**config.mk**
```make
export PLATFORM = sky130hd
export DESIGN_NAME = comparator_seq_nbit
export DESIGN_NICKNAME = d
export VERILOG_FILES = /design/src/rtl/comparator_seq_nbit_pkg.sv /design/src/rtl/comparator_seq_nbit_chunk.sv /design/src/rtl/comparator_seq_nbit.sv
export SDC_FILE = /design/constraint.sdc
export NUM_CORES = 1
export LEC_CHECK = 0
export CAP_MARGIN = 25
export CORE_MARGIN = 2
export CORE_UTILIZATION = 50
export DETAILED_ROUTE_END_ITERATION = 8
export GPL_ROUTABILITY_DRIVEN = 0
export PLACE_DENSITY_LB_ADDON = 0.12
export SLEW_MARGIN = 30
export SYNTH_ARGS = -nofsm -noshare
export SYNTH_HDL_FRONTEND = slang
export SYNTH_SLANG_ARGS = --single-unit
```
**constraint.sdc**
```tcl
create_clock -name clk_in -period 2.6 [get_ports clk_in]
set_input_delay 0.26 -clock clk_in [delete_from_list [all_inputs] [get_ports clk_in]]
set_output_delay 0.26 -clock clk_in [all_outputs]
set_load 0.01 [all_outputs]
```
**src/rtl/comparator_seq_nbit_pkg.sv**
```systemverilog
// Shared constants for the sequential chunked magnitude comparator: FSM state codes,
// one-hot result encodings {g,l,eq}, and the index-counter width helper.
package cmp_pkg;

  localparam logic [1:0] ST_IDLE    = 2'd0;
  localparam logic [1:0] ST_COMPARE = 2'd1;
  localparam logic [1:0] ST_DONE    = 2'd2;

  localparam logic [2:0] RES_G  = 3'b100;
  localparam logic [2:0] RES_L  = 3'b010;
  localparam logic [2:0] RES_EQ = 3'b001;

  // A single-chunk configuration still needs a 1-bit counter to stay legal.
  function automatic int idx_width(input int nchunk);
    return (nchunk > 1) ? $clog2(nchunk) : 1;
  endfunction

endpackage

```
**src/rtl/comparator_seq_nbit_chunk.sv**
```systemverilog
// Combinational unsigned compare of one CHUNK-bit slice; used once by the
// sequential comparator to examine the current most-significant chunk.
module comparator_chunk #(
  parameter int W = 4
) (
  input  logic [W-1:0] a,
  input  logic [W-1:0] b,
  output logic         gt,
  output logic         lt,
  output logic         eq
);

  assign gt = (a > b);
  assign lt = (a < b);
  assign eq = (a == b);

endmodule

```
**src/rtl/comparator_seq_nbit.sv**
```systemverilog
// Multi-cycle WIDTH-bit magnitude comparator, CHUNK bits per clock MSB-first with early exit.
// Optional build macro SIGNED_CMP_EN selects two's-complement operands.
module comparator_seq_nbit
  import cmp_pkg::*;
#(
  parameter int WIDTH = 16,
  parameter int CHUNK = 4
) (
  input  logic             clk_in,
  input  logic             rst_in,
  input  logic             start_in,
  input  logic [WIDTH-1:0] a_in,
  input  logic [WIDTH-1:0] b_in,
  output logic             busy_out,
  output logic             done_out,
  output logic             g_out,
  output logic             l_out,
  output logic             eq_out
);

  localparam int NCHUNK = WIDTH / CHUNK;
  localparam int IDX_W  = idx_width(NCHUNK);

  logic [1:0]       state;
  logic [WIDTH-1:0] a_reg;
  logic [WIDTH-1:0] b_reg;
  logic [WIDTH-1:0] a_cmp;
  logic [WIDTH-1:0] b_cmp;
  logic [IDX_W-1:0] idx;
  logic [2:0]       result;
  logic             accept;
  logic             chunk_gt;
  logic             chunk_lt;
  logic             chunk_eq;

`ifdef SIGNED_CMP_EN
  // Flipping the sign bit maps two's complement order onto unsigned order.
  localparam logic [WIDTH-1:0] SIGN_MASK = WIDTH'(1) << (WIDTH - 1);
  assign a_cmp = a_in ^ SIGN_MASK;
  assign b_cmp = b_in ^ SIGN_MASK;
`else
  assign a_cmp = a_in;
  assign b_cmp = b_in;
`endif

  assign accept = start_in && ((state == ST_IDLE) || (state == ST_DONE));

  // Operand registers shift left each step, so the live chunk is always the top one.
  comparator_chunk #(.W(CHUNK)) u_chunk (
    .a  (a_reg[WIDTH-1 -: CHUNK]),
    .b  (b_reg[WIDTH-1 -: CHUNK]),
    .gt (chunk_gt),
    .lt (chunk_lt),
    .eq (chunk_eq)
  );

  always_ff @(posedge clk_in) begin
    if (rst_in) begin
      state  <= ST_IDLE;
      a_reg  <= '0;
      b_reg  <= '0;
      idx    <= '0;
      result <= '0;
    end else if (accept) begin
      state  <= ST_COMPARE;
      a_reg  <= a_cmp;
      b_reg  <= b_cmp;
      idx    <= IDX_W'(NCHUNK - 1);
      result <= '0;
    end else begin
      case (state)
        ST_COMPARE: begin
          if (chunk_gt) begin
            result <= RES_G;
            state  <= ST_DONE;
          end else if (chunk_lt) begin
            result <= RES_L;
            state  <= ST_DONE;
          end else if (chunk_eq && (idx == '0)) begin
            result <= RES_EQ;
            state  <= ST_DONE;
          end else begin
            idx   <= idx - IDX_W'(1);
            a_reg <= a_reg << CHUNK;
            b_reg <= b_reg << CHUNK;
          end
        end
        ST_IDLE: state <= ST_IDLE;
        default: state <= ST_IDLE;
      endcase
    end
  end

  assign busy_out = (state == ST_COMPARE);
  assign done_out = (state == ST_DONE);
  assign {g_out, l_out, eq_out} = result;

endmodule
```
# ---- Word-level counts from Yosys, hierarchy flattened
# Cells that the tools add are included.
dict set report classes {
  add_sub_neg 1
  multipliers 0
  n_div 0
  n_lt_le_gt_ge 2
  n_eq_ne 7
  shift 0
  muxes 23
  bitwise_logic 1
  n_reduce_logical 11
}
# op count
set op_table {}
lappend op_table {{2-to-1 mux 16 bit} 10}
lappend op_table {{2-to-1 mux 2 bit} 8}
lappend op_table {{2-to-1 mux 3 bit} 3}
lappend op_table {{!= test 2 bit, second input constant} 3}
lappend op_table {{!= test 5 x 1 -> 1 bit, second input constant} 1}
lappend op_table {{equality test 4 bit} 1}
lappend op_table {{greater-than comparator 4 bit} 1}
lappend op_table {{zero test 2 bit} 2}
lappend op_table {{less-than comparator 4 bit} 1}
lappend op_table {{AND reduction 4 bit} 1}
lappend op_table {{nonzero test 3 bit} 1}
lappend op_table {{OR reduction 3 bit} 1}
lappend op_table {{equality test 2 x 1 -> 1 bit, second input constant} 1}
lappend op_table {{equality test 2 bit, second input constant} 1}
lappend op_table {{logical AND 1 bit} 2}
lappend op_table {{2-to-1 mux 1 bit} 2}
lappend op_table {{AND reduction 2 bit} 1}
lappend op_table {{nonzero test 2 bit} 1}
lappend op_table {{OR reduction 2 bit} 1}
lappend op_table {{subtractor 2 x 1 -> 2 bit, second input constant} 1}
lappend op_table {{logical OR 1 bit} 1}
lappend op_table {{NOT 1 bit} 1}
dict set report totals {
  reg_bits 39
  latchBits 0
  ram_bits 0
  rom_bits 0
  mem_count 0
}

# ---- Longest topological paths before layout
dict set report logic_depth {
  depth_word 7
  depth_mapped 7
}

# ---- Cells and area by module
# From an unflattened synthesis, not the netlist that was laid out.
dict set report hier_totals {
  hier_cells 225
  hier_area_um2 1986.9
}
# module instances cells_per_inst area_each_um2 seq_area_each_um2
set by_module_without_submodules {}
lappend by_module_without_submodules {comparator_seq_nbit 1 209 1858.0 780.7}
lappend by_module_without_submodules {comparator_chunk 1 16 128.9 0.0}

# ---- Least setup slack after synthesis
# No wires, ideal clock.
dict set report synth_timing {
  kind {reg2reg}
  startpoint {reg idx[0]}
  endpoint {reg b_reg[5]}
  setup_time_ns 0.134
  arrival_time_ns 1.809
  t_required_ns 2.466
  setup_slack_ns 0.658
  stages_incl_launch_ff 8
  path_buffers 1
  period_less_slack_ns 1.942
  cell_sequence {dfxtp_1 -> inv_1 -> ha_1 -> or3b_1 -> a311oi_4 -> buf_2 -> nor3b_1 -> nor4_1}
}
dict set report synth_between {
  elab_chain_len 4
}
# item line_no
set synth_rtl {}
lappend synth_rtl {{start, declared} comparator_seq_nbit.sv:29} ;# logic [IDX_W-1:0] idx;
lappend synth_rtl {{start signal, assigned} comparator_seq_nbit.sv:68} ;# idx <= IDX_W'(NCHUNK - 1);
lappend synth_rtl {{start signal, assigned} comparator_seq_nbit.sv:83} ;# idx <= idx - IDX_W'(1);
lappend synth_rtl {{zero test 2 bit} comparator_seq_nbit.sv:79} ;# end else if (chunk_eq && (idx == '0)) begin
lappend synth_rtl {{logical AND 1 bit} comparator_seq_nbit.sv:79}
lappend synth_rtl {{!= test 2 bit (no line)} n/a}
lappend synth_rtl {{AND reduction 4 bit (no line)} n/a}
lappend synth_rtl {{end signal, assigned} comparator_seq_nbit.sv:67} ;# b_reg <= b_cmp;
lappend synth_rtl {{end signal, assigned} comparator_seq_nbit.sv:85} ;# b_reg <= b_reg << CHUNK;
lappend synth_rtl {{end, declared} comparator_seq_nbit.sv:26} ;# logic [WIDTH-1:0] b_reg;
# Every way passes these cells.
# A chain may end at the register's enable or synchronous reset.

# ---- Worst setup path in the final report
dict set report layout_timing {
  startpoint {reg b_reg[15]}
  endpoint {reg b_reg[14]}
}
dict set report layout_between {
  elab_chain_len 4
  elab_cells_between_ends 8
  classes_between {2 x order compare; 4 x eq/ne; 2 x reduce/logical}
}
# item
set layout_rtl {}
lappend layout_rtl {{branches (longest 3 deep; another with less-than comparator 4 bit)}}
lappend layout_rtl {{AND reduction 4 bit (no line) (*)}}
# Mark *: on every way between the ends.

==> impl_metrics.py <==
metrics = {
    "routing": {
        "drc": 0,
        "initialDrtViolationCount": 77,
        "vias": 1688,
        "via_per_inst": 5.55,
        "post_drt_wl_per_cell_um": 13.4,
        "ant_nets": 0,
        "firstDrtPassIters": 4,
        "drt_wl_total_um": 4080,
    },
    "synthesis": {
        "seq_area_frac_synth_pct": 40.5,
        "synth_nets": 264,
        "ys_ff_latch": 39,
        "yosysTopAreaCell": "dfxtp_1",
        "synthCells": 224,
        "ys.warnings.count": 0,
        "synthDominantCellAreaShare_pct": 40.5,
        "synth_area_per_cell_sq_um": 8.60,
        "synth.distinct_cells": 29,
        "netlist_top_cells_area": "dfxtp_1 (41%), a2111oi_2 (12%), nor2_1 (8.2%)",
        "synth_area_sq_um": 1930,
    },
    "timing": {
        "max-slew-margin-rel_pct": 42.7,
        "worstMarginPinSlew_ps": 860,
        "fin_skew_ps": 2.88,
        "min_period_ps": 2120,
        "hold_ws_ps": 487,
        "rsz0062_at_grt": "no",
        "slew_viol_final": 0,
        "fmax_mhz": 471,
        "layout_worst_path_cycle_share_pct": 81.6,
        "fin_tns_setup_ps": 0,
        "setup_viol": 0,
        "hold_viol_final": 0,
    },
    "cells_and_area": {
        "ff_latch_area_sq_um": 781,
        "mostFrequentLayoutCells": "nor2_1 (42), dfxtp_1 (39), clkdlybuf4s50_1 (39), nor3_1 (29), a2111oi_2 (15)",
        "postLayoutCellArea_sq_um": 2440,
        "syn2layout_area_growth_pct": 26.9,
        "num-fill-cells": 337,
        "n_antenna_cell": 0,
        "layout-drive-gt1-share_pct": 11.7,
        "mostFrequentLayoutCell": "nor2_1",
        "num-nets-final": 297,
        "multi_input_area_sq_um": 1020,
    },
    "clock_network": {
        "clk_pin_slew_ps": 70,
        "cts_hold_buf": 0,
        "cts.path.max_buffers": 2,
        "cts_tree": "done",
        "insertion_delay_ps": 280,
        "cts_root_buf": "clkbuf_8",
        "cts_resized": 0,
        "cts_sinks": 39,
        "numCtsBuffers": 5,
        "cts_setup_buffers": 0,
        "cts_max_level": 2,
    },
    "floorplanning": {
        "core-area_sq_um": 3690,
        "rows": 22,
        "design.die.area_sq_um": 4360,
        "start_util_pct": 52.2,
        "die_h_um": 66.1,
        "ios": 40,
        "die_w_um": 66.1,
    },
    "placement": {
        "place_area_sq_um": 2370,
        "port_buffers": 39,
        "dp_hpwl_um": 2910,
    },
    "worst_setup_path": {
        "crit_fanout": 49,
        "worstPathRequired_ps": 2780,
        "crit_chain": "inv_1, ha_1, nand4_1, a311oi_4, buf_12, nor3_1, a2111oi_2",
        "cp_slowest_cell": "a311oi_4",
        "cpLargestDelayFamily": "compound AO/OA/AOI/OAI gates",
        "setup.worst_path.end_class": "flip-flop",
        "cp-start-kind": "flip-flop",
        "worstPathArrival_ps": 2310,
        "path_class": "reg2reg",
        "crit_buf_inv": 2,
        "cp_slowest_stage_delay_ps": 410,
    },
    "grt": {
        "met3_usage_pct": 5.62,
        "first_global_vias": 1540,
        "grt_pass1_wl_um": 7020,
        "grt_max_degree": 50,
        "antenna_found_initial": 0,
        "grt-ovfl-total": 0,
        "grtUsageTotal_pct": 20.9,
        "busiest_layer": "met2",
        "gr-usage-met1_pct": 28.4,
        "met2_usage_pct": 32.8,
    },
    "pwr": {
        "powerDensity_nw_per_um2": 550,
        "power.total_mw": 1.34,
        "leakagePower_nw": 0.870,
        "power.ir.vdd_worst_mv": 0.332,
    },
    "hold_path": {
        "hold_path_class": "reg2reg",
    },
    "status": {
        "outcome": "finished, final reports clean",
    },
    "job": {
        "drv_cap": 0,
    },
}
[routing by layer]
metal,wire [um],vias to the layer above
met4,9,0
met5,0,-
met2,1930,36
met3,168,2
met1,1980,784
li1,-,866
[final cells by class]
cell class | count | area share, %
repair buffers | 47 | 19.5
inverters | 8 | 1.23
flip-flops and latches | 39 | 32.0
well taps | 48 | 2.46
multi-input cells | 156 | 41.9
clock buffers | 6 | 2.97
[cell families after synthesis]
family | share of synthesized area (%)
and+or+nand+nor | 29.8
buffers and inverters | 6.63
DFF | 40.5
adders and majority gates | 3.25
AOI/OAI and AO/OA | 19.8
[per-stage QoR]
step	std cells	utilization (%)	worst slack (ps)
2_1_floorplan	224	-	658
3_3_place_gp	298	64.3	575
3_5_place_dp	298	64.3	473
4_1_cts	304	66.2	453
5_1_grt	304	66.2	199
6_report	304	66.2	478
[path summary, 6_finish.rpt]
kind,from,endpoint,slack [ps],cells past startpoint
hold reg to reg,b_reg[3]$_SDFFE_PP0P_,b_reg[3]$_SDFFE_PP0P_,490,2
hold / removal,b_reg[3]$_SDFFE_PP0P_,b_reg[3]$_SDFFE_PP0P_,490,2
setup reg to reg,b_reg[15]$_SDFFE_PP0P_,b_reg[14]$_SDFFE_PP0P_,480,7
setup / recovery,b_reg[15]$_SDFFE_PP0P_,b_reg[14]$_SDFFE_PP0P_,480,7
[cells in the mapped netlist, drive strengths merged]
library cell	n
nor3b	8
a21oi	10
nand3b	8
buf	8
nand2	11
inv	8
nor2b	2
ha	5
nor4	8
a211oi	1
a311oi	3
a32oi	1
clkbuf	13
or3b	1
nor3	29
nand4	1
nand2b	4
a2111oi	17
nor2	42
o21ai	1
a21o	2
and3	1
a22o	1
dfxtp	39
[where the power goes]
| part | internal [mW] | switching (mW) |
|---|---|---|
| Combinational | 0.148 | 0.154 |
| Sequential | 0.646 | 0.0279 |
| Clock | 0.179 | 0.190 |
[worst min-delay path: cells and delay by family (launching register included)]
kind            cells  cell delay (ps)
flops               1              310
simple gates        1               70
compound gates      1               60
Note: power is estimated with default switching activity, not from simulation.
